[config.mk]
export PLATFORM = sky130hd
export DESIGN_NAME = acc_requant_flat
export DESIGN_NICKNAME = d
export VERILOG_FILES = /design/src/rtl/acc_requant_pkg.sv /design/src/rtl/acc_requant_if.sv /design/src/rtl/acc_requant_requant_sat8.sv /design/src/rtl/acc_requant.sv /design/src/flat_wrapper.sv
export SDC_FILE = /design/constraint.sdc
export NUM_CORES = 1
export LEC_CHECK = 0
export CORE_MARGIN = 4
export CORE_UTILIZATION = 55
export CTS_CLUSTER_DIAMETER = 30
export DETAILED_ROUTE_END_ITERATION = 7
export DONT_BUFFER_PORTS = 1
export GPL_ROUTABILITY_DRIVEN = 0
export PLACE_DENSITY = 0.79
export SYNTH_ARGS = -nofsm -noshare
export SYNTH_HDL_FRONTEND = slang
export SYNTH_SLANG_ARGS = --single-unit
export TNS_END_PERCENT = 1
[constraint.sdc]
create_clock -name clk -period 11.15 [get_ports clk]
set_input_delay 1.6725 -clock clk [delete_from_list [all_inputs] [get_ports clk]]
set_output_delay 1.6725 -clock clk [all_outputs]
set_load 0.01 [all_outputs]
[src/rtl/acc_requant_pkg.sv]
// Shared constants and FSM encoding for the accumulate-and-requantize block.
package acc_requant_pkg;

   localparam int TAPS_DEF  = 9;
   localparam int ACC_W_DEF = 36;
   localparam int INT8_MAX  = 127;
   localparam int INT8_MIN  = -128;

   typedef enum logic [1:0] {
      ACC_IDLE = 2'd0,
      ACC_RUN  = 2'd1
   } acc_state_e;

endpackage

[src/rtl/acc_requant_if.sv]
// Product stream in, requantized int8 result out.
interface acc_requant_if;

   logic               clear;
   logic               prod_valid;
   logic signed [31:0] prod_in;
   logic signed [31:0] bias;
   logic        [4:0]  shift;
   logic               relu_en;
   logic               busy;
   logic               out_valid;
   logic signed [7:0]  out_data;
   logic               sat;

   modport master (
      output clear, prod_valid, prod_in, bias, shift, relu_en,
      input  busy, out_valid, out_data, sat
   );

   modport slave (
      input  clear, prod_valid, prod_in, bias, shift, relu_en,
      output busy, out_valid, out_data, sat
   );

endinterface

[src/rtl/acc_requant_requant_sat8.sv]
// Combinational round-half-up right shift, int8 saturation, then optional ReLU.
module requant_sat8
   import acc_requant_pkg::*;
#(
   parameter int W = ACC_W_DEF + 1
) (
   input  logic signed [W-1:0] sum,
   input  logic        [4:0]   shift,
   input  logic                relu_en,
   output logic signed [7:0]   q,
   output logic                sat
);

   localparam logic signed [W:0] MAX_V = (W+1)'(INT8_MAX);
   localparam logic signed [W:0] MIN_V = (W+1)'(INT8_MIN);

   logic signed [W:0] rnd;
   logic signed [W:0] half;
   logic signed [W:0] r;

   // One guard bit above the input keeps the rounding add from overflowing.
   always_comb begin
      rnd  = (W+1)'(sum);
      half = '0;
      if (shift != 5'd0) begin
         half = (W+1)'(1) << (shift - 5'd1);
      end
      r   = (rnd + half) >>> shift;
      q   = r[7:0];
      sat = 1'b0;
      if (r > MAX_V) begin
         q   = 8'(INT8_MAX);
         sat = 1'b1;
      end else if (r < MIN_V) begin
         q   = 8'(INT8_MIN);
         sat = 1'b1;
      end
      if (relu_en && q[7]) begin
         q   = '0;
         sat = 1'b0;
      end
   end

endmodule

[src/rtl/acc_requant.sv]
// Sums TAPS signed products per window, adds bias, and emits one requantized int8 per window.
module acc_requant
   import acc_requant_pkg::*;
#(
   parameter int TAPS  = TAPS_DEF,
   parameter int ACC_W = ACC_W_DEF
) (
   input logic         clk,
   input logic         rst,
   acc_requant_if.slave bus
);

   localparam int CNT_W = (TAPS > 1) ? $clog2(TAPS) : 1;
   localparam logic [CNT_W-1:0] LAST = CNT_W'(TAPS - 1);

   acc_state_e               state;
   logic [CNT_W-1:0]         cnt;
   logic signed [ACC_W-1:0]  acc;
   logic signed [ACC_W:0]    sum_q;
   logic [4:0]               shift_q;
   logic                     relu_q;
   logic                     out_valid_q;

   logic signed [ACC_W-1:0]  prod_ext;
   logic signed [ACC_W-1:0]  acc_base;
   logic signed [ACC_W:0]    sum_next;
   logic                     legal;
   logic signed [7:0]        q;
   logic                     q_sat;

   // A window's first product ignores whatever acc holds from the previous window.
   always_comb begin
      prod_ext = ACC_W'(bus.prod_in);
      acc_base = (cnt == '0) ? '0 : acc;
      sum_next = (ACC_W+1)'(acc_base) + (ACC_W+1)'(prod_ext) + (ACC_W+1)'(bus.bias);
      legal    = ((state == ACC_IDLE) && (cnt == '0)) ||
                 ((state == ACC_RUN) && (cnt != '0) && (cnt <= LAST));
   end

   always_ff @(posedge clk or negedge rst) begin
      if (!rst) begin
         state       <= ACC_IDLE;
         cnt         <= '0;
         acc         <= '0;
         sum_q       <= '0;
         shift_q     <= '0;
         relu_q      <= 1'b0;
         out_valid_q <= 1'b0;
      end else begin
         out_valid_q <= 1'b0;
         if (bus.clear || !legal) begin
            state <= ACC_IDLE;
            cnt   <= '0;
         end else if (bus.prod_valid) begin
            if (cnt == LAST) begin
               sum_q       <= sum_next;
               shift_q     <= bus.shift;
               relu_q      <= bus.relu_en;
               out_valid_q <= 1'b1;
               cnt         <= '0;
               state       <= ACC_IDLE;
            end else begin
               acc   <= acc_base + prod_ext;
               cnt   <= cnt + CNT_W'(1);
               state <= ACC_RUN;
            end
         end
      end
   end

   // The latched window sum stays put, so out_data holds until the next pulse.
   requant_sat8 #(.W(ACC_W + 1)) u_requant (
      .sum     (sum_q),
      .shift   (shift_q),
      .relu_en (relu_q),
      .q       (q),
      .sat     (q_sat)
   );

   assign bus.busy      = (state == ACC_RUN);
   assign bus.out_valid = out_valid_q;
   assign bus.out_data  = q;
   assign bus.sat       = q_sat;

endmodule

[src/flat_wrapper.sv]
// flat-port wrapper written by rule: the top's interface ports become plain ports
module acc_requant_flat import acc_requant_pkg::*;
#(
   parameter int TAPS  = TAPS_DEF,
   parameter int ACC_W = ACC_W_DEF
)
  (clk, rst, bus_clear, bus_prod_valid, bus_prod_in, bus_bias, bus_shift, bus_relu_en, bus_busy, bus_out_valid, bus_out_data, bus_sat);
  acc_requant_if bus_i ();
  input logic clk;
  input logic rst;
  input wire logic [$bits(bus_i.clear)-1:0] bus_clear;
  input wire logic [$bits(bus_i.prod_valid)-1:0] bus_prod_valid;
  input wire logic [$bits(bus_i.prod_in)-1:0] bus_prod_in;
  input wire logic [$bits(bus_i.bias)-1:0] bus_bias;
  input wire logic [$bits(bus_i.shift)-1:0] bus_shift;
  input wire logic [$bits(bus_i.relu_en)-1:0] bus_relu_en;
  output wire logic [$bits(bus_i.busy)-1:0] bus_busy;
  output wire logic [$bits(bus_i.out_valid)-1:0] bus_out_valid;
  output wire logic [$bits(bus_i.out_data)-1:0] bus_out_data;
  output wire logic [$bits(bus_i.sat)-1:0] bus_sat;
  assign bus_i.clear = bus_clear;
  assign bus_i.prod_valid = bus_prod_valid;
  assign bus_i.prod_in = bus_prod_in;
  assign bus_i.bias = bus_bias;
  assign bus_i.shift = bus_shift;
  assign bus_i.relu_en = bus_relu_en;
  assign bus_busy = bus_i.busy;
  assign bus_out_valid = bus_i.out_valid;
  assign bus_out_data = bus_i.out_data;
  assign bus_sat = bus_i.sat;
  acc_requant #(.TAPS(TAPS), .ACC_W(ACC_W)) u_core (.clk(clk), .rst(rst), .bus(bus_i));
endmodule
## After elaboration in Yosys (flattened, before gate mapping)

Index checks and enable logic that the tools add are counted.

| word-level totals | value |
|---|---|
| word-level logic and storage cells | 53 |
| bits of input ports | 74 |
| flip-flop bits (word level) | 86 |
| output and inout port bits | 11 |

| cells by class | value |
|---|---|
| reductions and logical operators | 14 |
| bitwise operators | 2 |
| mux-type cells | 17 |
| add/sub/neg operators | 6 |
| equality and inequality tests | 2 |
| order comparisons | 3 |
| shift operators | 2 |

Operators by type and width:

| operator | count |
|---|---|
| $add 37x38->38 | 1 |
| $gt 38x8->1 const B | 1 |
| $lt 38x8->1 const B | 1 |
| $mux 38 | 1 |
| $shl 1x5->38 const A | 1 |
| $sshr 38x5->38 | 1 |
| $add 36x32->37 | 1 |
| $add 37x32->37 | 1 |
| $add 36x32->36 | 1 |
| $mux 36 | 1 |
| $mux 8 | 3 |
| $mux 4 | 3 |
| $mux 1 | 7 |
| $reduce_and 3->1 | 2 |
| $reduce_bool 5->1 | 1 |
| $sub 5x1->5 const B | 1 |
| $add 4x1->4 const B | 1 |
| $eq 4x4->1 const B | 1 |
| $le 4x4->1 const B | 1 |
| $logic_and 1x1->1 | 4 |
| $logic_not 4->1 | 1 |
| $mux 2 | 2 |
| $reduce_bool 4->1 | 1 |
| $eq 2x1->1 const B | 1 |
| 5 further kinds | 7 |

## Logic depth before layout (Yosys ltp)

| depth | value |
|---|---|
| depth in word-level cells | 10 |
| depth in mapped cells | 26 |
| gate-level depth less buffers | 24 |

## Hierarchy

From an unflattened synthesis, not the netlist that was laid out.

| second synthesis, totals | value |
|---|---|
| cell total of the unflattened synthesis | 1768 |
| area, all modules | 13559.3 um^2 |

By module, submodules not included:

| module | seq. area each (um^2) | cells each | times used | area an instance (um^2) |
|---|---|---|---|---|
| acc_requant | 2127.0 | 847 | 1 | 7554.7 |
| requant_sat8 | 0.0 | 921 | 1 | 6004.5 |

## Least setup slack after synthesis

No wires, ideal clock.

| timing | value |
|---|---|
| path type | register to output |
| start point | register u_core.shift_q[2] |
| end point | output port bus_out_data[0] |
| path slack | 3.415 ns |
| stages on the path, launching flop included | 25 |
| data required time | 9.477 ns |
| data arrival time | 6.062 ns |
| path buffers | 6 |
| cell sequence | dfrtp_1 clkbuf_1 inv_2 buf_1 buf_1 buf_1 nand3_1 nor2_1 ha_1 buf_2 nand3_1 or3b_1 clkbuf_1 o221a_1 and2_1 o311ai_1 a311oi_2 a221o_1 and3_1 a211o_1 mux4_2 nor4_1 nand4_1 o31a_1 o21ai_1 |

| between the ends | value |
|---|---|
| longest elaborated chain between the ends | 10 |
| elaborated cells between the ends (all ways) | 12 |
| classes of those cells | add/sub: 2; order compare: 2; shift: 2; mux: 4; reduce/logical: 2 |

RTL lines:

| what | RTL line | RTL |
|---|---|---|
| from (decl) | acc_requant.sv:20 | `logic [4:0] shift_q;` |
| from (signal assigned) | acc_requant.sv:57 | `shift_q <= bus.shift;` |
| $sub 5x1->5 | acc_requant_requant_sat8.sv:26 | `half = (W+1)'(1) << (shift - 5'd1);` |
| $shl 1x5->38 | acc_requant_requant_sat8.sv:26 |  |
| $mux 38 | acc_requant_requant_sat8.sv:25 | `if (shift != 5'd0) begin` |
| $add 37x38->38 | acc_requant_requant_sat8.sv:28 | `r = (rnd + half) >>> shift;` |
| $sshr 38x5->38 (*) | acc_requant_requant_sat8.sv:28 |  |
| $lt 38x8->1 | acc_requant_requant_sat8.sv:34 | `end else if (r < MIN_V) begin` |
| $mux 8 | acc_requant_requant_sat8.sv:34 |  |
| $mux 8 (*) | acc_requant_requant_sat8.sv:31 | `if (r > MAX_V) begin` |
| $logic_and 1x1->1 | acc_requant_requant_sat8.sv:38 | `if (relu_en && q[7]) begin` |
| $mux 8 (*) | acc_requant_requant_sat8.sv:38 |  |
| to (decl) | flat_wrapper.sv:19 | `output wire logic [$bits(bus_i.out_data)-1:0] bus_out_data;` |

Mark *: on every way between the ends. The rest lies on a longest branch, timed or not.

## Worst setup path after layout

| timing | value |
|---|---|
| start point | register u_core.shift_q[0] |
| end point | output port bus_out_data[4] |

Same word-level chain as after synthesis.

==> results.json <==
{
  "post-route-util_pct": 58.2,
  "io_buffers": 0,
  "worst-r2r-cell-count": 25,
  "cp_cell_sequence": "buf_4 > inv_2 > nand2_1 > nor3_1 > ha_1 > a211oi_2 > o211ai_2 > a2111oi_4 > nor2_4 > o31ai_1 > nor3_1 > a2111oi_0 > buf_4 > a21oi_1 > nor2_1 > a41o_1 > nor4b_1 > nand4_1 > o31a_1 > o21ai_1",
  "slew_violations": 0,
  "syn_to_final_growth_pct": 3.40,
  "post-dp-hpwl_mm": 27.0,
  "grt_max_degree": 86,
  "status": "finished, final reports clean",
  "stdcell_count": 1905,
  "cpLargestDelayFamily": "compound AO/OA/AOI/OAI gates",
  "ys_ff_latch": 85,
  "io_pins": 85,
  "finalSetupTns_ns": 0,
  "via_count": 12600,
  "nFillCells": 2081,
  "h-tree-depth": 3,
  "core_sq_mm": 0.0228,
  "finalNetCount": 1804,
  "diodes": 0,
  "ff2ff_setup_slack_ns": 4.80,
  "crit_path_max_fanout": 38,
  "wl_met3_mm": 3.17,
  "cts_buffers": 9,
  "critPathCaptureType": "primary output",
  "hold_viol_final": 0,
  "antenna_found_initial": 0,
  "cts.repair.resized": 0,
  "required_ns": 9.48,
  "setup_violations": 0,
  "cp_slowest_cell": "a2111oi_4",
  "maxCapViolations": 0,
  "post_cts_buffers": 0,
  "grt_pass1_wl_mm": 58.6,
  "hold_start": "u_core.acc[22]$_DFFE_PN0P_",
  "arrival_ns": 7.93,
  "grt.overflow.total": 0,
  "insertion_delay_ns": 0.37,
  "p_leak_uw": 0.00579,
  "hold_slack_ns": 0.474,
  "r2r_start": "u_core.cnt[0]$_DFFE_PN0P_",
  "avgRoutedWirePerCell_um": 18.6,
  "fin_crit_sh_pct": 86.1,
  "die_y_um": 161,
  "ys_async_sr_fraction_pct": 100,
  "post-route-drc-count": 0,
  "fmax_mhz": 104,
  "cts.sinks": 85,
  "hold_depth": 2,
  "synthCells": 1651,
  "p_per_area_mw_per_mm2": 101,
  "r2r_end": "u_core.sum_q[35]$_DFFE_PN0P_",
  "wl_met2_mm": 15.6,
  "synth_area_sq_mm": 0.0129,
  "startpoint_type": "flop",
  "yosysWarnings": 0,
  "final_common_cell": "nand2_1",
  "dp.cells": 1889,
  "rows": 55,
  "slew_headroom_pct": 18.5,
  "drt_iter0_markers": 1437,
  "skew_ns": 0.0147,
  "synth-seq-area-share_pct": 16.5,
  "m1WireLength_mm": 15.5,
  "track_usage_pct": 26.9,
  "cts_hold_buf": 0,
  "vdd.ir_drop.worst_mv": 0.0944,
  "mostFrequentLayoutCells": "nand2_1 (196), o21ai_0 (147), nor2_1 (132), a21oi_1 (108), ha_1 (104)",
  "wl_mm": 35.5,
  "vias_per_cell": 6.61,
  "synth_edf_count": 0,
  "hp-class": "flop to flop",
  "min_to": "u_core.acc[22]$_DFFE_PN0P_",
  "worstSetupPathType": "flop to primary output",
  "yosys.cell_types.count": 96,
  "dieArea_sq_mm": 0.0259,
  "die-width_um": 161,
  "first_pass_iters": 5,
  "antenna_left": 0,
  "initial_core_util_pct": 56.3,
  "rsz0062_at_grt": "no",
  "synth_fp_nets": 1868,
  "grt_pass1_vias": 11900,
  "highest_layer": "met4",
  "drive_gt1_share_pct": 5.21,
  "worst_pin_slew_ns": 1.22,
  "fin_crit_ns": 9.60,
  "cts_root_buffer": "clkbuf_16",
  "syn_area_per_cell_sq_um": 7.79,
  "ys.flop_type": "dfrtp_1",
  "path_clk_slew_ns": 0.07,
  "critPathMaxStageDelay_ns": 0.76,
  "critPathBufInv": 3,
  "cts_buffer_depth": 2,
  "tritoncts": "yes"
}
power breakdown:
part / total [uW] / switching [uW] / leakage [uW] / internal (uW)
Clock: 323 / 147 / 0.000136 / 176
Combinational: 625 / 349 / 0.00455 / 276
Sequential: 397 / 29.4 / 0.00110 / 368
kinds of logic (layout without fill, tap and decap cells):
| group | Yosys count | in the layout | share of synthesized area (%) |
|---|---|---|---|
| DFF | 85 | 85 | 16.5 |
| adders and majority gates | 143 | 143 | 16.2 |
| xor gates and xnor gates | 84 | 84 | 5.72 |
| buffers and inverters | 129 | 70 | 3.88 |
| muxes | 58 | 58 | 6.50 |
| other | 1 | 1 | 0.0292 |
| and+or+nand+nor | 604 | 604 | 22.9 |
| AOI/OAI and AO/OA | 547 | 547 | 28.3 |
through the flow:
stage                     cell area (sq um)  power (uW)  worst slack (ns)
after global placement                13000         988              2.63
after floorplan                       12900         890              3.42
final                                 13300        1340              1.55
after CTS                             13300        1350              2.06
after detailed placement              13000        1010              2.46
after global routing                  13300        1450              1.12
worst register-to-register path: stages, from the launching register on:
cell and delay, ns:
dfrtp_1 0.42, inv_1 0.07, ha_1 0.17, nor2b_1 0.35, nand2b_1 0.34, buf_4 0.34, nand2_1 0.16, inv_1 0.08
fa_1 0.43, ha_1 0.24, inv_1 0.08, fa_1 0.20, nor2b_1 0.05, o21ai_0 0.17, nand2b_1 0.14, a211o_1 0.36
a211o_1 0.29, a41oi_1 0.41, o221a_2 0.30, o21ai_0 0.16, a211o_1 0.33, o31ai_1 0.42, nand3_1 0.18, a31oi_1 0.27
xor2_1 0.16, o21ai_0 0.08
Yosys cell counts (7+ instances only):
master / n / share of area, %
o21bai_1: 22 / 1.3
xnor2_1: 45 / 3.1
o21ai_1: 11 / 0.43
and2_1: 47 / 2.3
a31oi_1: 16 / 0.78
a211oi_1: 33 / 1.9
inv_1: 39 / 1.1
or2_2: 11 / 0.54
buf_2: 8 / 0.31
a311oi_1: 8 / 0.55
and3_1: 17 / 0.83
nor2_1: 132 / 3.9
clkbuf_1: 55 / 1.6
a21o_1: 46 / 2.7
nand3_1: 33 / 1.3
ha_1: 104 / 10
mux4_2: 12 / 2.1
nor2b_1: 17 / 0.83
nor4_1: 13 / 0.63
o21a_1: 19 / 1.1
or3_1: 15 / 0.73
a211o_1: 10 / 0.68
o31ai_1: 17 / 0.99
o22ai_1: 7 / 0.34
buf_1: 20 / 0.58
nand2b_1: 21 / 1.0
o21ai_0: 147 / 5.7
dfrtp_1: 85 / 17
a21oi_1: 108 / 4.2
nor3_1: 51 / 2.0
xor2_1: 39 / 2.7
nand3b_1: 7 / 0.41
nand4_1: 18 / 0.88
o211ai_1: 12 / 0.70
nand2_1: 196 / 5.7
fa_1: 39 / 6.1
mux2i_1: 34 / 2.6
sequential cells by signal, summed over array words and instances (netlist names):
signal and cells:
u_core.acc 36, u_core.state 1, u_core.shift_q 5, u_core.relu_q 1, u_core.bus.out_valid 1, u_core.cnt 4
u_core.sum_q 37
worst max-delay path by stage:
stage | from | to | slack (ns) | cells past startpoint
after floorplan | u_core.shift_q[2]$_DFFE_PN0P_ | bus_out_data[0] | 3.42 | 24
after global placement | u_core.shift_q[0]$_DFFE_PN0P_ | bus_out_data[0] | 2.63 | 19
after detailed placement | u_core.shift_q[0]$_DFFE_PN0P_ | bus_out_data[2] | 2.46 | 20
after CTS | u_core.shift_q[0]$_DFFE_PN0P_ | bus_out_data[2] | 2.06 | 20
after global routing | u_core.shift_q[0]$_DFFE_PN0P_ | bus_out_data[5] | 1.12 | 20
final | u_core.shift_q[0]$_DFFE_PN0P_ | bus_out_data[4] | 1.55 | 20
area by class of cell:
type                            instances  area [sq um]  share of cell area [%]
Sequential cell                        85          2130                    16.0
Timing Repair Buffer                   10          75.1                   0.565
Clock inverter                          6          70.1                   0.527
Clock buffer                           10           229                    1.72
Tap cell                              313           392                    2.95
Inverter                               44           165                    1.24
Multi-Input combinational cell       1437         10200                    77.0
per-layer routing:
| layer | GRT usage, % | vias to the layer above |
|---|---|---|
| met5 | 0 | - |
| met4 | 10.2 | 0 |
| met3 | 6.54 | 109 |
| met2 | 41.9 | 598 |
| met1 | 36.3 | 5865 |
| li1 | - | 6027 |
Power figures use the tool's default switching activity.
